<file path="src/rtl/div_unit.sv">
// Restoring radix-2 divider for DIV/DIVU: one quotient bit per clock on operand
// magnitudes, then a single sign-fixup cycle that registers HI (remainder) and LO (quotient).
module div_unit #(
    parameter int WIDTH = 32
) (
    input  logic             i_clock,
    input  logic             i_reset,
    input  logic             i_start,
    input  logic             i_is_signed,
    input  logic             i_abort,
    input  logic [WIDTH-1:0] i_dividend,
    input  logic [WIDTH-1:0] i_divisor,
    output logic             o_busy,
    output logic             o_done,
    output logic [WIDTH-1:0] o_hi,
    output logic [WIDTH-1:0] o_lo,
    output logic             o_div_by_zero,
    output logic [1:0]       o_state
);

    typedef enum logic [1:0] {
        S_IDLE = 2'd0,
        S_RUN  = 2'd1,
        S_FIX  = 2'd2,
        S_DONE = 2'd3
    } state_t;

    localparam int CW = $clog2(WIDTH);
    localparam logic [CW-1:0] LAST = CW'(WIDTH - 1);

    state_t           r_state;
    state_t           w_next;
    logic [CW-1:0]    r_cnt;
    logic [WIDTH-1:0] r_q;
    logic [WIDTH-1:0] r_rem;
    logic [WIDTH-1:0] r_dvsr;
    logic [WIDTH-1:0] r_dvd;
    logic             r_sign_q;
    logic             r_sign_r;
    logic [WIDTH-1:0] r_hi;
    logic [WIDTH-1:0] r_lo;
    logic             r_dbz;

    logic             w_launch;
    logic             w_dvd_neg;
    logic             w_dvs_neg;
    logic [WIDTH-1:0] w_dvd_mag;
    logic [WIDTH-1:0] w_dvs_mag;
    logic [WIDTH:0]   w_rem_sh;
    logic             w_ge;
    logic [WIDTH-1:0] w_diff;

    // Abort beats a coincident start, so a flushed launch never begins.
    assign w_launch  = i_start && !i_abort && (r_state == S_IDLE || r_state == S_DONE);
    assign w_dvd_neg = i_is_signed & i_dividend[WIDTH-1];
    assign w_dvs_neg = i_is_signed & i_divisor[WIDTH-1];
    assign w_dvd_mag = w_dvd_neg ? -i_dividend : i_dividend;
    assign w_dvs_mag = w_dvs_neg ? -i_divisor  : i_divisor;

    // The shifted remainder carries one extra bit so the compare cannot overflow;
    // after a successful subtract the result is below the divisor and fits WIDTH bits.
    assign w_rem_sh = {r_rem, r_q[WIDTH-1]};
    assign w_ge     = (w_rem_sh >= {1'b0, r_dvsr});
    assign w_diff   = w_rem_sh[WIDTH-1:0] - r_dvsr;

    always_comb begin
        w_next = r_state;
        case (r_state)
            S_IDLE:  if (w_launch) w_next = S_RUN;
            S_RUN:   if (r_cnt == LAST) w_next = S_FIX;
            S_FIX:   w_next = S_DONE;
            S_DONE:  w_next = w_launch ? S_RUN : S_IDLE;
            default: w_next = S_IDLE;
        endcase
        if (i_abort) w_next = S_IDLE;
    end

    always_ff @(posedge i_clock) begin
        if (i_reset) begin
            r_state  <= S_IDLE;
            r_cnt    <= '0;
            r_q      <= '0;
            r_rem    <= '0;
            r_dvsr   <= '0;
            r_dvd    <= '0;
            r_sign_q <= 1'b0;
            r_sign_r <= 1'b0;
            r_hi     <= '0;
            r_lo     <= '0;
            r_dbz    <= 1'b0;
        end else begin
            r_state <= w_next;
            if (w_launch) begin
                r_sign_q <= w_dvd_neg ^ w_dvs_neg;
                r_sign_r <= w_dvd_neg;
                r_q      <= w_dvd_mag;
                r_dvsr   <= w_dvs_mag;
                r_dvd    <= i_dividend;
                r_rem    <= '0;
                r_cnt    <= '0;
            end else if (r_state == S_RUN && !i_abort) begin
                r_rem <= w_ge ? w_diff : w_rem_sh[WIDTH-1:0];
                r_q   <= {r_q[WIDTH-2:0], w_ge};
                r_cnt <= r_cnt + CW'(1);
            end else if (r_state == S_FIX && !i_abort) begin
                if (r_dvsr == '0) begin
                    r_lo  <= {WIDTH{1'b1}};
                    r_hi  <= r_dvd;
                    r_dbz <= 1'b1;
                end else begin
                    r_lo  <= r_sign_q ? -r_q : r_q;
                    r_hi  <= r_sign_r ? -r_rem : r_rem;
                    r_dbz <= 1'b0;
                end
            end
        end
    end

    assign o_busy        = (r_state == S_RUN) || (r_state == S_FIX);
    assign o_done        = (r_state == S_DONE);
    assign o_hi          = r_hi;
    assign o_lo          = r_lo;
    assign o_div_by_zero = r_dbz;
    assign o_state       = r_state;

endmodule

</file>
<file path="config.mk">
export PLATFORM = sky130hd
export DESIGN_NAME = div_unit
export DESIGN_NICKNAME = d
export VERILOG_FILES = /design/src/rtl/div_unit.sv
export SDC_FILE = /design/constraint.sdc
export NUM_CORES = 1
export LEC_CHECK = 0
export ABC_AREA = 1
export CORE_UTILIZATION = 28
export CTS_BUF_LIST = sky130_fd_sc_hd__clkbuf_2
export CTS_CLUSTER_DIAMETER = 30
export DETAILED_ROUTE_END_ITERATION = 10
export MAX_ROUTING_LAYER = met4
export SLEW_MARGIN = 20
export SYNTH_ARGS = -nofsm -noshare
export SYNTH_HDL_FRONTEND = slang
export SYNTH_SLANG_ARGS = --single-unit
</file>
<file path="constraint.sdc">
create_clock -name i_clock -period 2.9 [get_ports i_clock]
set_input_delay 0.435 -clock i_clock [delete_from_list [all_inputs] [get_ports i_clock]]
set_output_delay 0.435 -clock i_clock [all_outputs]
set_load 0.005 [all_outputs]
</file>
==> out/results.ini, run 1 <==
[synthesis]
synth_area_leaders=dfxtp_1, nand2_1, inv_1
ys_ff_latch=202
synth.net_count=2362
avgSynthCellArea_um2=6.159
yosysWarnings=0
yosysTopAreaCellShare_pct=29.18
yosys_most_used_dff=dfxtp_1
ys_seq_area_share_pct=29.18
synth-edff-count=0
yosysTopAreaCell=dfxtp_1
synth_area_um2=13860
synth_cell_types=55
async_flop_share_pct=0
postSynthCellCount=2250

[run_status]
status=complete, no violations

[route]
ant_nets=0
drt_iter0_drc=1212
wirelength_um=51980
first_pass_iters=7
via_per_inst=4.875
drc_errors=0
vias=15210
wire_per_inst_um=16.65

[floorplanning]
die_w_um=224.5
dieHeight_um=224.5
start_util_pct=28.37
rows=81
dieArea_um2=50390
core_area_um2=48850
top_level_ports=138

[setup_path]
slowest_delay_ps=500
r2r_cells=14
arrival_ps=2300
cp-end-kind=output port
crit_family=buffers and inverters
cp.depth=3
path_buf_inv=2
path_cells=inv_1, ha_4, clkdlybuf4s50_1
r2r_slack_ps=330
cp_max_fo=7
critPathSlowestCell=clkdlybuf4s50_1
cp-start-kind=flip-flop
critPathKind=reg -> out
cp.required_ps=2470

[final_layout]
most-common-layout-cells=nand2_1, inv_1, nand3_1
layout_commonest_cell=nand2_1
stdcell_count=3121
nets=2521
area_growth_pct=19.97
final_layout_size_suffix_gt1_share_pct=8.554

[worst_hold_path]
hold_path_depth=3
hold_class=in -> reg

[grt]
antenna_found_initial=2
grt_pass1_wl_um=80300
grt_start_max_net_pins=83
grt_overflow_total=0
grt_pass1_vias=14400
grt_usage_pct=20.97

[sta]
finalHoldViolations=0
fmax_mhz=365.4
slew_viol_final=0
tns_ps=0
clock_skew_ps=81.21
rsz0062_at_grt=no
slew_headroom_pct=36.70
worst_pin_slew_ps=941.4
fin_crit_sh_pct=94.36
setup_viol=0
fin_crit_ps=2737

[power_and_ir_drop]
p_switching_w=0.002928
power.share.sequential_pct=41.3
powerDensity_nw_per_um2=444.0
p_comb_share_pct=28.6
swShare_pct=39.67
ir_worst_vdd_v=0.0002043
power.internal_w=0.004453
power_frac_clock_pct=30.1
leakage_nw=7.560

[clock_tree]
clk_pin_slew_ps=100
clock_path_buffers=3
postCtsSetupBuffers=0
clkSinkCount=202
tritoncts=done
cts_buffers=61
cts-root-buf=clkbuf_2
clk_latency_ps=1080
htreeDepth=2

[place]
port_buffers=137
dp.cells=3007
gp_congestion=0.9079
dp_hpwl_um=41050

[run]
cap_viol_max_count=0

==> through the flow <==
step | total power (W) | cell area [µm²] | worst slack (ps) | util (%) | hold slack (ps)
after global routing | 0.007857 | 16630 | 17.53 | 34.04 | 59.97
after global placement | 0.005174 | 16030 | 259.0 | 32.81 | 449.8
after CTS | 0.007434 | 16620 | 4.360 | 34.02 | 16.51
after detailed placement | 0.005192 | 16030 | 239.9 | 32.81 | 458.4
final | 0.007381 | 16630 | 163.4 | 34.04 | 109.4
after floorplan | 0.004476 | 13860 | 794.7 | - | 429.1
==> synthesized netlist by cell type, drive strengths merged, types with 4 or more instances <==
master  count
nand2     627
inv       341
nand3     214
dfxtp     202
nor2      193
o21ai     145
a21oi     130
clkbuf     49
ha         42
nor3       39
buf        38
a31oi      32
nand4      28
xnor2      22
o211ai     21
o22ai      21
xor2       19
nand3b     13
nor4        9
a211oi      8
or2         8
o221ai      7
o21a        6
o31ai       6
o21bai      5
a221oi      4
and2        4
==> worst register-to-register path, delay by kind of cell, from the launching register on <==
kind            cells  cell delay [ps]
simple gates       11             1110
fa+ha+maj           1              390
buf+inv             1              270
compound gates      1               70
flops               1              540
==> sequential cells by signal, summed over array words and instances, names as in the netlist <==
| register | count |
|---|---|
| r_dvsr | 32 |
| r_q | 32 |
| r_rem | 32 |
| r_dvd | 32 |
| o_state | 2 |
| o_hi | 32 |
| r_cnt | 5 |
| r_sign_q | 1 |
| r_sign_r | 1 |
| o_lo | 32 |
| o_div_by_zero | 1 |
==> cell type report <==
type                       count  area [µm²]
antenna                        2       5.005
clock buffer                  83       415.4
clock inverter                26       132.6
fill                        5435       32220
inverter                     342        1286
multi-input combinational   1619        8153
sequential                   202        4046
tap                          664       830.8
timing repair buffer         183        1757
==> timing repair <==
item                                    CTS  global route
hold endpoints to repair                 25             0
resized for setup                         2             1
hold buffers                              3             0
endpoints found under the setup margin    1             1
==> power by group through the flow <==
stage	clock [W]	combinational (W)	sequential, W
2_1_floorplan	0	0.00142	0.00306
6_report	0.00222	0.00211	0.00305
3_5_place_dp	0	0.00209	0.00311
3_3_place_gp	0	0.00207	0.00310
5_1_grt	0.00244	0.00236	0.00306
4_1_cts	0.00229	0.00210	0.00304
==> layer usage <==
| metal | global-route usage [%] | vias to the layer above | wire length [µm] |
|---|---|---|---|
| li1 | - | 7670 | - |
| met1 | 27.80 | 7000 | 24320 |
| met2 | 33.14 | 470 | 23620 |
| met3 | 3.083 | 74 | 3042 |
| met4 | 5.640 | 0 | 999 |
| met5 | - | - | 0 |
==> logic make-up (layout without fill, tap and decap cells) <==
group                      Yosys count  count (layout)  share of synthesized area [%]
xor gates and xnor gates            41              41                          2.591
AOI/OAI and AO/OA                  394             394                          16.12
other                                0               2                              0
DFF                                202             202                          29.18
and+or+nand+nor                   1141            1141                          36.03
buffers and inverters              429             634                          12.13
adders and majority gates           43              43                          3.936
==> worst paths after layout <==
path	start	end
worst max-delay path	o_state[0]$_SDFFE_PP0P_	o_busy
worst min-delay path	i_dividend[12]	r_dvd[12]$_SDFFE_PP0P_
worst max register to register	r_rem[20]$_SDFFE_PP0P_	r_rem[23]$_SDFFE_PP0P_
worst min register to register	r_dvd[0]$_SDFFE_PP0P_	r_dvd[0]$_SDFFE_PP0P_
Power figures use the tool's default switching activity.
==> run 2, diff against run 1 <==
- CORE_UTILIZATION: 28 -> 50
- DONT_BUFFER_PORTS: default -> 1
- PLACE_DENSITY: default -> 0.63
==> run 2 against run 1 <==
  * Global-route usage up 16 points
  * Routed wire length decreased by 0.97%
  * Worst hold slack lost 66 ps
  * Non-clock buffer count decreased by 55
  * Critical path depth increased by 11
  * Via count up 1.5%
  * Highest routed layer unchanged
  * Cell area is 5.4% lower
  * Sequential power barely moved
  * Cell count down 11%
  * Clock skew is 66 ps higher
  * Clock power fell by 2%
  * Clock-buffer cell count down 2
==> out/results.ini, run 2 (same netlist as run 1, synthesis figures left out) <==
[setup_path]
critPathSlowestCell=dlygate4sd3_1
slowest_delay_ps=610
cp-start-kind=input port
cp-end-kind=flip-flop
arrival_ps=3640
cp.required_ps=3680
crit_top_cell=nand2_1
cp_max_fo=5
path_cells=dlygate4sd3_1, nor3_4, nand3_2, nor3_2, nand2_1, nor2_4, nand3_2, nand2_2, nand2_1, nand2_1, dlygate4sd3_1, nand3_1, dlygate4sd3_1, nand2_1
critPathKind=in -> reg
r2r_slack_ps=220

[power_and_ir_drop]
leakage_nw=7.398
powerDensity_nw_per_um2=465.2
ir_worst_vdd_v=0.0003142

[final_layout]
most-common-layout-cells=nand2_1, inv_1, nand3_1
layout_commonest_cell=nand2_1
area_growth_pct=13.54
nets=2465
utilization_pct=58.06
final_layout_size_suffix_gt1_share_pct=8.354
final_area_um2=15740

[sta]
setup_slack_ps=43.33
worst_pin_slew_ps=1009
clock_skew_ps=147.4
setup_viol=0
slew_viol_final=0
slew_headroom_pct=32.18
fin_crit_sh_pct=98.51
fin_crit_ps=2857
finalHoldViolations=0
fmax_mhz=350.1

[clock_tree]
htreeDepth=2
clk_latency_ps=970
clkSinkCount=202
clock_path_buffers=3
tritoncts=done
clk_pin_slew_ps=80
cts-root-buf=clkbuf_2
cts_buffers=60

[place]
placed_cell_area_um2=14240
gp_congestion=1.004
dpl_worst_slack_ps=265.2
dp_hpwl_um=39470
port_buffers=0

[floorplanning]
top_level_ports=138
dieHeight_um=168.5
dieArea_um2=28390
die_w_um=168.5
core_area_um2=27100
start_util_pct=51.14
rows=60

[worst_hold_path]
hold_class=in -> reg

[grt]
grt_usage_pct=37.02
grt_overflow_total=0
grt_pass1_wl_um=79630
grt_pass1_vias=14240
antenna_found_initial=1
grt_start_max_net_pins=68

[route]
drc_errors=0
wire_per_inst_um=18.60
drt_iter0_drc=1586
ant_nets=0
vias=15450
wirelength_um=51470
first_pass_iters=6
via_per_inst=5.583

[run_status]
status=complete, no violations

[run]
cap_viol_max_count=0

## run 2: what timing repair did
action	4_1_cts	5_1_grt
hold buffers	88	0
endpoints found under the hold margin	136	0
buffers inserted	0	5
resized for setup	0	8
endpoints found under the setup margin	0	14
## run 2: metrics by stage
stage / std cells / power (W) / TNS (ps) / hold slack [ps]
4_1_cts: 2761 / 0.007303 / 0 / 2.350
3_3_place_gp: 2570 / 0.005010 / 0 / 447.1
6_report: 2767 / 0.007320 / 0 / 43.42
5_1_grt: 2767 / 0.007737 / -13.78 / 54.62
2_1_floorplan: 2250 / 0.004476 / 0 / 429.1
3_5_place_dp: 2570 / 0.005011 / 0 / 451.1
## run 2: layout make-up
| type | instances | area (µm²) |
|---|---|---|
| inverters | 342 | 1286 |
| clock buffers | 81 | 405.4 |
| well taps | 372 | 465.4 |
| fillers | 2782 | 11370 |
| clock inverters | 22 | 126.4 |
| multi-input cells | 1619 | 8160 |
| diodes | 1 | 2.502 |
| repair buffers | 128 | 1240 |
| flip-flops and latches | 202 | 4049 |
## run 2: path summary, 6_finish.rpt
path                    startpoint                 endpoint  cells past startpoint
max                   i_divisor[0]  r_dvsr[27]$_SDFFE_PP0P_                     14
max reg2reg  r_rem[0]$_SDFFE_PP0P_   r_rem[22]$_SDFFE_PP0P_                     13
min                  i_divisor[17]  r_dvsr[19]$_SDFFE_PP0P_                      5
min reg2reg  r_dvd[4]$_SDFFE_PP0P_    r_dvd[4]$_SDFFE_PP0P_                      2
## run 2: critical path: cells and delay by family
family / cells / cell delay [ps]
buf+inv: 3 / 1740
simple gates: 11 / 1490
## run 2: report_power, final
| group | internal (W) | total, W | leakage, nW | switching [W] |
|---|---|---|---|---|
| sequential | 0.00291 | 0.00305 | 1.64 | 0.000141 |
| clock | 0.000867 | 0.00217 | 0.400 | 0.00130 |
| combinational | 0.000681 | 0.00210 | 5.35 | 0.00142 |
## run 2: routing by layer
layer  part of all wire, %  GRT usage, %  vias up  wire [µm]
met2                    42         54.68      707      21620
met4                   2.1         9.012        0       1066
li1                      -             -     7564          -
met3                    10         6.921       91       5299
met1                    46         51.88     7086      23490
met5                     0             -        -          0
==> run 3, diff against run 2 <==
- ABC_AREA: 1 -> default
- GPL_ROUTABILITY_DRIVEN: default -> 0
==> run 3 against run 2 <==
  * The run now ends with negative setup slack left
  * Largest cell class unchanged
  * Worst setup slack worse by 55 ps
  * Core utilization up 4.1 points
  * Register-to-register slack worse by 230 ps
  * Die area down 12%
  * Cell area down 6.4%
  * Fmax down 1.9%
  * Sequential power down 2%
  * Worst hold slack better by 2.5 ps
  * Clock-buffer cell count down 4
  * Area after synthesis down 12%
  * Routed wire length down 23%
  * Clock power down 6%
==> out/results.ini, run 3 <==
[run_status]
status=finished with violations
violations=negative setup slack

[sta]
fin_crit_ps=2911
rsz0062_at_grt=yes
setup_viol=1
finalHoldViolations=0
setup_slack_ps=-11.29
clock_skew_ps=59.51
fmax_mhz=343.5
slew_headroom_pct=32.66
fin_crit_sh_pct=100.4
slew_viol_final=0
worst_pin_slew_ps=1006

[setup_path]
critPathKind=reg -> reg
cp-start-kind=flip-flop
arrival_ps=3660
cp.required_ps=3650
cp-end-kind=flip-flop
cp_max_fo=4

[run]
cap_viol_max_count=0

[synthesis]
synth_cell_types=59
ys_ff_latch=202
synth.net_count=1706
async_flop_share_pct=0
synth_area_leaders=dfxtp_1, a21oi_1, xor2_1
postSynthCellCount=1594
synth-edff-count=0
yosys_most_used_dff=dfxtp_1
yosysWarnings=0
synth.most_common_cell=dfxtp_1
yosys-top-cells-count=dfxtp_1, nand2_1, nor2_1
avgSynthCellArea_um2=7.652
yosysTopAreaCellShare_pct=33.16
ys_seq_area_share_pct=33.16
yosysTopAreaCell=dfxtp_1
synth_area_um2=12200

[route]
wirelength_um=39420
ant_nets=0
wire_per_inst_um=18.77
drt_iter0_drc=923
drc_errors=0
first_pass_iters=5
vias=12340
via_per_inst=5.878

[floorplanning]
core_area_um2=23680
dieHeight_um=158.2
dieArea_um2=25020
start_util_pct=51.50
die_w_um=158.2
top_level_ports=138
rows=56

[final_layout]
nets=1856
final_layout_size_suffix_gt1_share_pct=13.83
most-common-layout-cells=nand2_1, dfxtp_1, nor2_1
utilization_pct=62.17
area_growth_pct=20.71

[power_and_ir_drop]
leakage_nw=5.959
ir_worst_vdd_v=0.0003282
powerDensity_nw_per_um2=461.2

[clock_tree]
clkSinkCount=202
clock_path_buffers=3
clk_pin_slew_ps=110
clk_latency_ps=880
tritoncts=done
cts-root-buf=clkbuf_2
cts_buffers=57
htreeDepth=2

[grt]
grt_start_max_net_pins=158
grt_pass1_wl_um=60620
grt_usage_pct=31.80
antenna_found_initial=2
grt_overflow_total=0
grt_pass1_vias=11680

[place]
port_buffers=0
dpl_worst_slack_ps=-27.07
dp_hpwl_um=27120

[worst_hold_path]
hold_class=in -> reg

==> run 3: changes by cell type in the layout (fill, tap and decap cells not counted), moves of 16 or more <==
cell and change:
a211oi_1 +50, a21oi_1 +42, a311oi_1 +40, a31oi_1 -24
buf_4 +69, inv_1 -272, mux2i_1 +16, nand2_1 -419
nand3_1 -191, nand4_1 -19, o21ai_0 -48, o31ai_1 +16
xnor2_1 +36, xor2_1 +66
==> run 3: power breakdown <==
part	internal, W	total (W)	switching, W
clock network	0.000815	0.00204	0.00123
registers	0.00288	0.00298	0.000108
logic	0.000795	0.00176	0.000967
==> run 3: timing repair <==
item | 4_1_cts | 5_1_grt
hold buffers | 88 | 0
endpoints found under the hold margin | 192 | 0
resized for setup | 0 | 32
setup buffers | 0 | 1
endpoints found under the setup margin | 0 | 34
==> run 3: final timing paths <==
path | startpoint | endpoint | slack [ps] | depth (start not counted)
worst max register to register | r_q[6]$_SDFFE_PP0N_ | o_lo[28]$_SDFFE_PP0P_ | -10 | 8
worst max-delay path | r_q[6]$_SDFFE_PP0N_ | o_lo[28]$_SDFFE_PP0P_ | -10 | 8
worst min-delay path | i_dividend[11] | r_q[12]$_SDFFE_PP0N_ | 50 | 4
worst min register to register | r_dvd[20]$_SDFFE_PP0P_ | r_dvd[20]$_SDFFE_PP0P_ | 460 | 2
==> run 3: stage by stage <==
step	TNS [ps]	cell area [µm²]	power (W)	instances	hold slack (ps)
6_report	-11.29	14720	0.006790	2100	45.94
5_1_grt	-269.7	14720	0.007149	2100	25.55
4_1_cts	0	14510	0.006725	2095	2.045
3_5_place_dp	-27.07	13120	0.004506	1913	438.6
3_3_place_gp	0	13120	0.004494	1913	434.0
2_1_floorplan	0	12200	0.004061	1594	433.2
==> run 3: final cells by class <==
class / count / area (µm²)
clock inverter: 17 / 108.9
tap: 319 / 399.1
clock buffer: 77 / 385.4
sequential: 202 / 4054
fill: 2220 / 8960
multi-input combinational: 1228 / 7711
timing repair buffer: 201 / 1857
inverter: 54 / 202.7
antenna: 2 / 5.005
==> run 3: per-layer routing <==
| layer | share of wire (%) | global-route usage (%) | routed length [µm] | vias up |
|---|---|---|---|---|
| met5 | 0 | - | 0 | - |
| met4 | 4.4 | 16.16 | 1740 | 0 |
| met3 | 6.9 | 6.515 | 2711 | 103 |
| met2 | 48 | 53.34 | 18750 | 427 |
| met1 | 41 | 35.75 | 16220 | 5764 |
| li1 | - | - | - | 6049 |
==> run 3: kinds of logic after synthesis <==
group,Yosys count,share of synthesized area (%)
compound gates,502,26.45
xor+xnor,143,10.27
fa+ha+maj,43,4.473
buf+inv,164,5.057
flops,202,33.16
mux,16,1.313
simple gates,524,19.29
==> run 3: worst max-delay path, stage by stage (launching register included) <==
cell      delay, ps
dfxtp_1         320
or4_4           550
nor4_4          150
or3b_4          420
or4_4           450
or3_4           390
o31ai_4         190
xor2_1          220
a211oi_2        100
